===== src/rtl/mem_access_unit.sv =====
// MEM-stage load/store unit: decodes MemRead/MemWrite codes, runs one access
// at a time on a single-port req/ack data bus, and stalls the pipeline until
// the access completes. Misaligned accesses are flagged without a bus cycle.
// Accesses that see no ack are aborted with an error after TIMEOUT cycles.
module mem_access_unit #(
    parameter int unsigned TIMEOUT = 255
) (
    input  logic        clk,
    input  logic        rst,
    input  logic        MEM_Valid_i,
    input  logic [2:0]  MEM_MemRead_i,
    input  logic [1:0]  MEM_MemWrite_i,
    input  logic [31:0] MEM_Addr_i,
    input  logic [31:0] MEM_WData_i,
    output logic        Stall_o,
    output logic [31:0] RData_o,
    output logic        RData_valid_o,
    output logic        Err_o,
    output logic        Misalign_o,
    output logic        dm_req_o,
    output logic        dm_we_o,
    output logic [31:0] dm_addr_o,
    output logic [3:0]  dm_be_o,
    output logic [31:0] dm_wdata_o,
    input  logic        dm_ack_i,
    input  logic [31:0] dm_rdata_i
);

    typedef enum logic [1:0] {
        IDLE = 2'd0,
        REQ  = 2'd1,
        DONE = 2'd2
    } state_t;

    localparam logic [1:0] SZ_B = 2'd0;
    localparam logic [1:0] SZ_H = 2'd1;
    localparam logic [1:0] SZ_W = 2'd2;

    localparam logic [15:0] CNT_LAST = 16'(TIMEOUT - 1);

    state_t      state_q, state_d;
    logic        req_q, req_d;
    logic        we_q, we_d;
    logic [31:0] addr_q, addr_d;
    logic [3:0]  be_q, be_d;
    logic [31:0] wdata_q, wdata_d;
    logic [2:0]  rd_type_q, rd_type_d;
    logic [1:0]  off_q, off_d;
    logic        err_q, err_d;
    logic [31:0] rdata_q, rdata_d;
    logic [15:0] cnt_q, cnt_d;

    logic        is_store, is_load, op_present, misaligned, start;
    logic [1:0]  size;
    logic [1:0]  a;

    // Byte enables by access size and byte offset.
    function automatic logic [3:0] calc_be(input logic [1:0] sz, input logic [1:0] off);
        logic [3:0] be;
        case (sz)
            SZ_W:    be = 4'b1111;
            SZ_H:    be = off[1] ? 4'b1100 : 4'b0011;
            default: be = 4'b0001 << off;
        endcase
        return be;
    endfunction

    // Replicate store data across all lanes so the enabled lanes carry it.
    function automatic logic [31:0] calc_wdata(input logic [1:0] sz, input logic [31:0] wd);
        logic [31:0] r;
        case (sz)
            SZ_W:    r = wd;
            SZ_H:    r = {2{wd[15:0]}};
            default: r = {4{wd[7:0]}};
        endcase
        return r;
    endfunction

    // Select the addressed lane of the read word and sign/zero extend it.
    function automatic logic [31:0] load_extend(input logic [2:0] rt, input logic [1:0] off,
                                                input logic [31:0] w);
        logic [31:0] shifted;
        logic [15:0] half;
        logic [31:0] r;
        shifted = w >> {off, 3'b000};
        half    = off[1] ? w[31:16] : w[15:0];
        case (rt)
            3'b010:  r = {{16{half[15]}}, half};
            3'b011:  r = {16'h0000, half};
            3'b100:  r = {{24{shifted[7]}}, shifted[7:0]};
            3'b101:  r = {24'h000000, shifted[7:0]};
            default: r = w;
        endcase
        return r;
    endfunction

    // Decode the requested operation, its size and its alignment.
    always_comb begin
        a          = MEM_Addr_i[1:0];
        is_store   = (MEM_MemWrite_i != 2'b00);
        is_load    = !is_store && (MEM_MemRead_i >= 3'b001) && (MEM_MemRead_i <= 3'b101);
        op_present = is_store || is_load;
        size       = SZ_B;
        if (is_store) begin
            case (MEM_MemWrite_i)
                2'b01:   size = SZ_W;
                2'b10:   size = SZ_H;
                default: size = SZ_B;
            endcase
        end else begin
            case (MEM_MemRead_i)
                3'b001:         size = SZ_W;
                3'b010, 3'b011: size = SZ_H;
                default:        size = SZ_B;
            endcase
        end
        misaligned = ((size == SZ_W) && (a != 2'b00)) || ((size == SZ_H) && a[0]);
        start      = (state_q == IDLE) && MEM_Valid_i && op_present && !misaligned;
        Misalign_o = (state_q == IDLE) && MEM_Valid_i && op_present && misaligned;
    end

    // Next-state logic: launch in IDLE, wait for ack or timeout in REQ, report in DONE.
    always_comb begin
        state_d   = state_q;
        req_d     = req_q;
        we_d      = we_q;
        addr_d    = addr_q;
        be_d      = be_q;
        wdata_d   = wdata_q;
        rd_type_d = rd_type_q;
        off_d     = off_q;
        err_d     = err_q;
        rdata_d   = rdata_q;
        cnt_d     = cnt_q;
        case (state_q)
            IDLE: begin
                if (start) begin
                    req_d     = 1'b1;
                    we_d      = is_store;
                    addr_d    = {MEM_Addr_i[31:2], 2'b00};
                    be_d      = calc_be(size, a);
                    wdata_d   = is_store ? calc_wdata(size, MEM_WData_i) : 32'h0;
                    rd_type_d = is_store ? 3'b000 : MEM_MemRead_i;
                    off_d     = a;
                    err_d     = 1'b0;
                    cnt_d     = 16'h0000;
                    state_d   = REQ;
                end
            end
            REQ: begin
                if (dm_ack_i) begin
                    req_d   = 1'b0;
                    err_d   = 1'b0;
                    if (!we_q) begin
                        rdata_d = load_extend(rd_type_q, off_q, dm_rdata_i);
                    end
                    state_d = DONE;
                end else if (cnt_q == CNT_LAST) begin
                    req_d   = 1'b0;
                    err_d   = 1'b1;
                    rdata_d = 32'h0;
                    state_d = DONE;
                end else begin
                    cnt_d = cnt_q + 16'd1;
                end
            end
            DONE: begin
                state_d = IDLE;
            end
            default: begin
                state_d = IDLE;
                req_d   = 1'b0;
            end
        endcase
    end

    // State and bus registers with synchronous reset.
    always_ff @(posedge clk) begin
        if (rst) begin
            state_q   <= IDLE;
            req_q     <= 1'b0;
            we_q      <= 1'b0;
            addr_q    <= 32'h0;
            be_q      <= 4'h0;
            wdata_q   <= 32'h0;
            rd_type_q <= 3'b000;
            off_q     <= 2'b00;
            err_q     <= 1'b0;
            rdata_q   <= 32'h0;
            cnt_q     <= 16'h0000;
        end else begin
            state_q   <= state_d;
            req_q     <= req_d;
            we_q      <= we_d;
            addr_q    <= addr_d;
            be_q      <= be_d;
            wdata_q   <= wdata_d;
            rd_type_q <= rd_type_d;
            off_q     <= off_d;
            err_q     <= err_d;
            rdata_q   <= rdata_d;
            cnt_q     <= cnt_d;
        end
    end

    // Output drive: bus fields come straight from the registered copies.
    always_comb begin
        Stall_o       = (state_q == REQ) || start;
        RData_valid_o = (state_q == DONE);
        Err_o         = (state_q == DONE) && err_q;
        RData_o       = rdata_q;
        dm_req_o      = req_q;
        dm_we_o       = we_q;
        dm_addr_o     = addr_q;
        dm_be_o       = be_q;
        dm_wdata_o    = wdata_q;
    end

endmodule

===== config.mk =====
export PLATFORM = sky130hd
export DESIGN_NAME = mem_access_unit
export DESIGN_NICKNAME = d
export VERILOG_FILES = /design/src/rtl/mem_access_unit.sv
export SDC_FILE = /design/constraint.sdc
export NUM_CORES = 1
export LEC_CHECK = 0
export CAP_MARGIN = 40
export CORE_ASPECT_RATIO = 2
export CORE_MARGIN = 2
export CORE_UTILIZATION = 40
export DETAILED_ROUTE_END_ITERATION = 16
export GPL_TIMING_DRIVEN = 0
export MAX_ROUTING_LAYER = met4
export PLACE_DENSITY_LB_ADDON = 0.15
export SLEW_MARGIN = 20
export SYNTH_ARGS = -nofsm -noshare
export SYNTH_HDL_FRONTEND = slang
export SYNTH_SLANG_ARGS = --single-unit

===== constraint.sdc =====
create_clock -name clk -period 2.14 [get_ports clk]
set_clock_uncertainty 0.1 [all_clocks]
set_input_delay 0.214 -clock clk [delete_from_list [all_inputs] [get_ports clk]]
set_output_delay 0.214 -clock clk [all_outputs]
set_load 0.005 [all_outputs]

==> reports/metrics.cfg <==
[status]
status = finished clean

[sta]
setup_tns_ns = 0
max_clock_freq_ghz = 0.481
period_needed_ns = 2.08
drv_slew = 0
relSlewSlack_pct = 42.1
rsz0062_at_grt = true
tightest_slew_ns = 0.859
post-route-period-util_pct = 97.2
setup_viol = 0
hold_violations = 0

[hold_path]
whs_endpoint = rd_type_q[1]
hold_class = input pin to flip-flop
min_path_cells = 3
min_from = MEM_MemRead_i[1]

[global_route]
grt_overflow = 0
first_global_vias = 6625
grtUsageTotal_pct = 28.2
grt_max_degree = 17
antenna_found_initial = 0
grt_pass1_wl_um = 32900

[clock_network]
cts_tree = built
htree_levels = 4
cts_sinks = 124
cts_root_buf = clkbuf_16
holdBufCountCts = 0
clk_pin_slew_ns = 0.06
cts_buffers = 17
clk_latency_ns = 0.41
clk_path_buf_depth = 2

[synthesis]
synth_edf_count = 0
synth_cells = 657
synth_cell_types = 65
ys.flop_type = dfxtp_1
synthesis.area_mm2 = 0.00573
async_reset_ff_share_pct = 0
yosys_warnings = 0
ys_ff_latch = 124
yosysSeqAreaShare_pct = 43.3
syn_avg_cell_area_um2 = 8.72

[placement]
dp_hpwl_um = 15800
port_buffers = 208
placed_area_mm2 = 0.00806
gp_congestion = 0.902

[setup_path]
r2r_cells = 7
critical_path.max_stage_delay_ns = 0.52
worstPathCellList = inv_1 -> ha_1 -> nor4b_1 -> and4_2 -> clkbuf_4 -> or4_1 -> a21oi_1
r2r_end = cnt_q[14]
crit_slowest_cell = or4_1
critPathCaptureType = flip-flop
reg2reg_slack_ns = 0.06
cp-start-kind = flip-flop
critical_path_peak_fanout = 10
worstReg2RegStart = cnt_q[0]
required_ns = 2.37
cp.arrival_ns = 2.31
worstSetupPathType = flip-flop to flip-flop

[die]
dieHeight_um = 173
fp-row-count = 61
io_pins = 211
dieArea_mm2 = 0.0154
fp.coreArea_mm2 = 0.0140
start_util_pct = 41.0
die_w_um = 88.6

[finish]
layout_common_cells = 201 x clkdlybuf4s50_1, 123 x dfxtp_1, 64 x o21ai_0, 64 x a21oi_1
final_core_utilization_pct = 64.4
layout_commonest_cell = clkdlybuf4s50_1
final_cell_area_mm2 = 0.00900
antennaDiodeCount = 0
area_growth_pct = 57.1
drive_above_1_share_pct = 11.8
fin_nets = 1006

[power_and_ir_drop]
totalPowerFinal_w = 0.00706
ir_worst_vdd_uv = 563
leakagePower_nw = 3.29
p_comb_share_pct = 16.1
p_int_w = 0.00539
switching_share_pct = 23.6
power_density_mw_per_mm2 = 784
clkPwrFrac_pct = 48.5
p_switching_w = 0.00167
pwr-share-seq_pct = 35.4

[route]
first_pass_iters = 5
ant_nets = 0
drc = 0
drt_iter0_drc = 373
drt-total-wl_um = 21200
viasPerCell = 5.76
wl_per_cell_um = 19.3
vias = 6334

[job]
maxCapViolCount = 0

[final cells by class]
type                            instances  area, µm²
Fill cell                            1207       4970
Tap cell                              189        236
Buffer                                 58        310
Clock inverter                         11        238
Clock buffer                           21        460
Sequential cell                       124       2480
Inverter                               10       37.5
Multi-Input combinational cell        466       3080
Timing Repair Buffer                  220       2150
[power by group through the flow]
stage | Clock [W] | Sequential (W) | Combinational, W
global route | 0.00356 | 0.00251 | 0.00122
floorplan | 0 | 0.00254 | 0.000434
global placement | 0 | 0.00254 | 0.00104
finish | 0.00342 | 0.00250 | 0.00114
CTS | 0.00346 | 0.00249 | 0.00112
detailed placement | 0 | 0.00254 | 0.00106
[layer usage]
metal	global-route usage, %	vias up	share of wire [%]	wire [µm]
li1	-	2982	-	-
met1	27.2	3029	35	7410
met2	50.2	267	54	11500
met3	6.33	56	6.1	1290
met4	14.6	0	4.5	954
met5	-	-	0	0
[cell usage after synthesis (2+ instances only)]
| library cell | number | area share [%] |
|---|---|---|
| a211oi_1 | 5 | 0.66 |
| a21boi_0 | 8 | 1.0 |
| a21o_1 | 3 | 0.39 |
| a21oi_1 | 67 | 5.9 |
| a221o_1 | 9 | 1.6 |
| a22o_1 | 17 | 2.6 |
| a22oi_1 | 8 | 1.0 |
| a311oi_1 | 6 | 0.92 |
| a32o_1 | 13 | 2.3 |
| and2_1 | 2 | 0.22 |
| and3_1 | 8 | 0.87 |
| and4_1 | 4 | 0.61 |
| buf_1 | 2 | 0.13 |
| buf_2 | 13 | 1.1 |
| buf_4 | 2 | 0.26 |
| clkbuf_1 | 42 | 2.8 |
| dfxtp_1 | 124 | 43 |
| ha_1 | 4 | 0.87 |
| inv_1 | 10 | 0.66 |
| mux2i_1 | 5 | 0.87 |
| nand2_1 | 24 | 1.6 |
| nand2b_1 | 9 | 0.98 |
| nand3_1 | 36 | 3.1 |
| nand4_1 | 5 | 0.55 |
| nor2_1 | 39 | 2.6 |
| nor2b_1 | 8 | 0.87 |
| nor3_1 | 7 | 0.61 |
| nor3b_1 | 2 | 0.26 |
| nor4_1 | 3 | 0.33 |
| nor4b_1 | 2 | 0.31 |
| nor4bb_1 | 2 | 0.35 |
| o21a_1 | 5 | 0.66 |
| o21ai_0 | 66 | 5.8 |
| o21ba_2 | 2 | 0.35 |
| o21bai_1 | 6 | 0.79 |
| o22a_1 | 14 | 2.1 |
| o22ai_1 | 2 | 0.22 |
| o2bb2ai_1 | 25 | 3.8 |
| o31ai_1 | 11 | 1.4 |
| or2_2 | 2 | 0.22 |
| or3_1 | 3 | 0.33 |
| or4_1 | 9 | 1.2 |
[per-stage QoR]
stage	setup WS [ns]	std cells	hold WS, ns
6_report	0.0607	1099	0.0344
5_1_grt	-0.00130	1099	0.0562
4_1_cts	-0.0552	1099	0.182
3_5_place_dp	-1.29	1057	0.346
3_3_place_gp	-1.23	1055	0.344
2_1_floorplan	0.00383	658	0.240
[repair_timing]
action | in CTS | in global routing
resized for setup | 58 | 31
pin swaps | 4 | 3
gates cloned | 4 | 0
buffers inserted | 6 | 1
setup endpoints to repair | 122 | 104
[worst max path at each step]
stage / start / to / depth (start not counted)
after global placement: MEM_MemRead_i[1] / Stall_o / 10
after CTS: MEM_MemRead_i[0] / Stall_o / 9
after global routing: cnt_q[0] / cnt_q[10] / 7
final: cnt_q[0] / cnt_q[14] / 7
after floorplan: MEM_MemRead_i[1] / dm_wdata_o[20] / 11
after detailed placement: MEM_MemRead_i[1] / Stall_o / 10
[critical path: cells and delay by family (launching register included)]
kind	cells	cell delay [ns]
compound gates	1	0.17
simple gates	3	0.88
fa+ha+maj	1	0.20
flops	1	0.39
buf+inv	2	0.27
[cells by family after synthesis]
kind of cell	Yosys count	share of synthesized area (%)
flops	124	43.3
simple gates	175	16.5
compound gates	277	33.0
buf+inv	69	4.94
xor+xnor	1	0.153
mux	6	1.07
fa+ha+maj	4	0.874
other cells	1	0.0655
[flip-flops by register name, indices dropped and copies added, names as in the netlist]
signal      count
err_q           1
RData_o        32
state_q         2
off_q           2
rd_type_q       3
dm_we_o         1
dm_req_o        1
dm_be_o         4
dm_addr_o      30
dm_wdata_o     32
cnt_q          16
No activity file was read; power rests on OpenSTA's default activity.
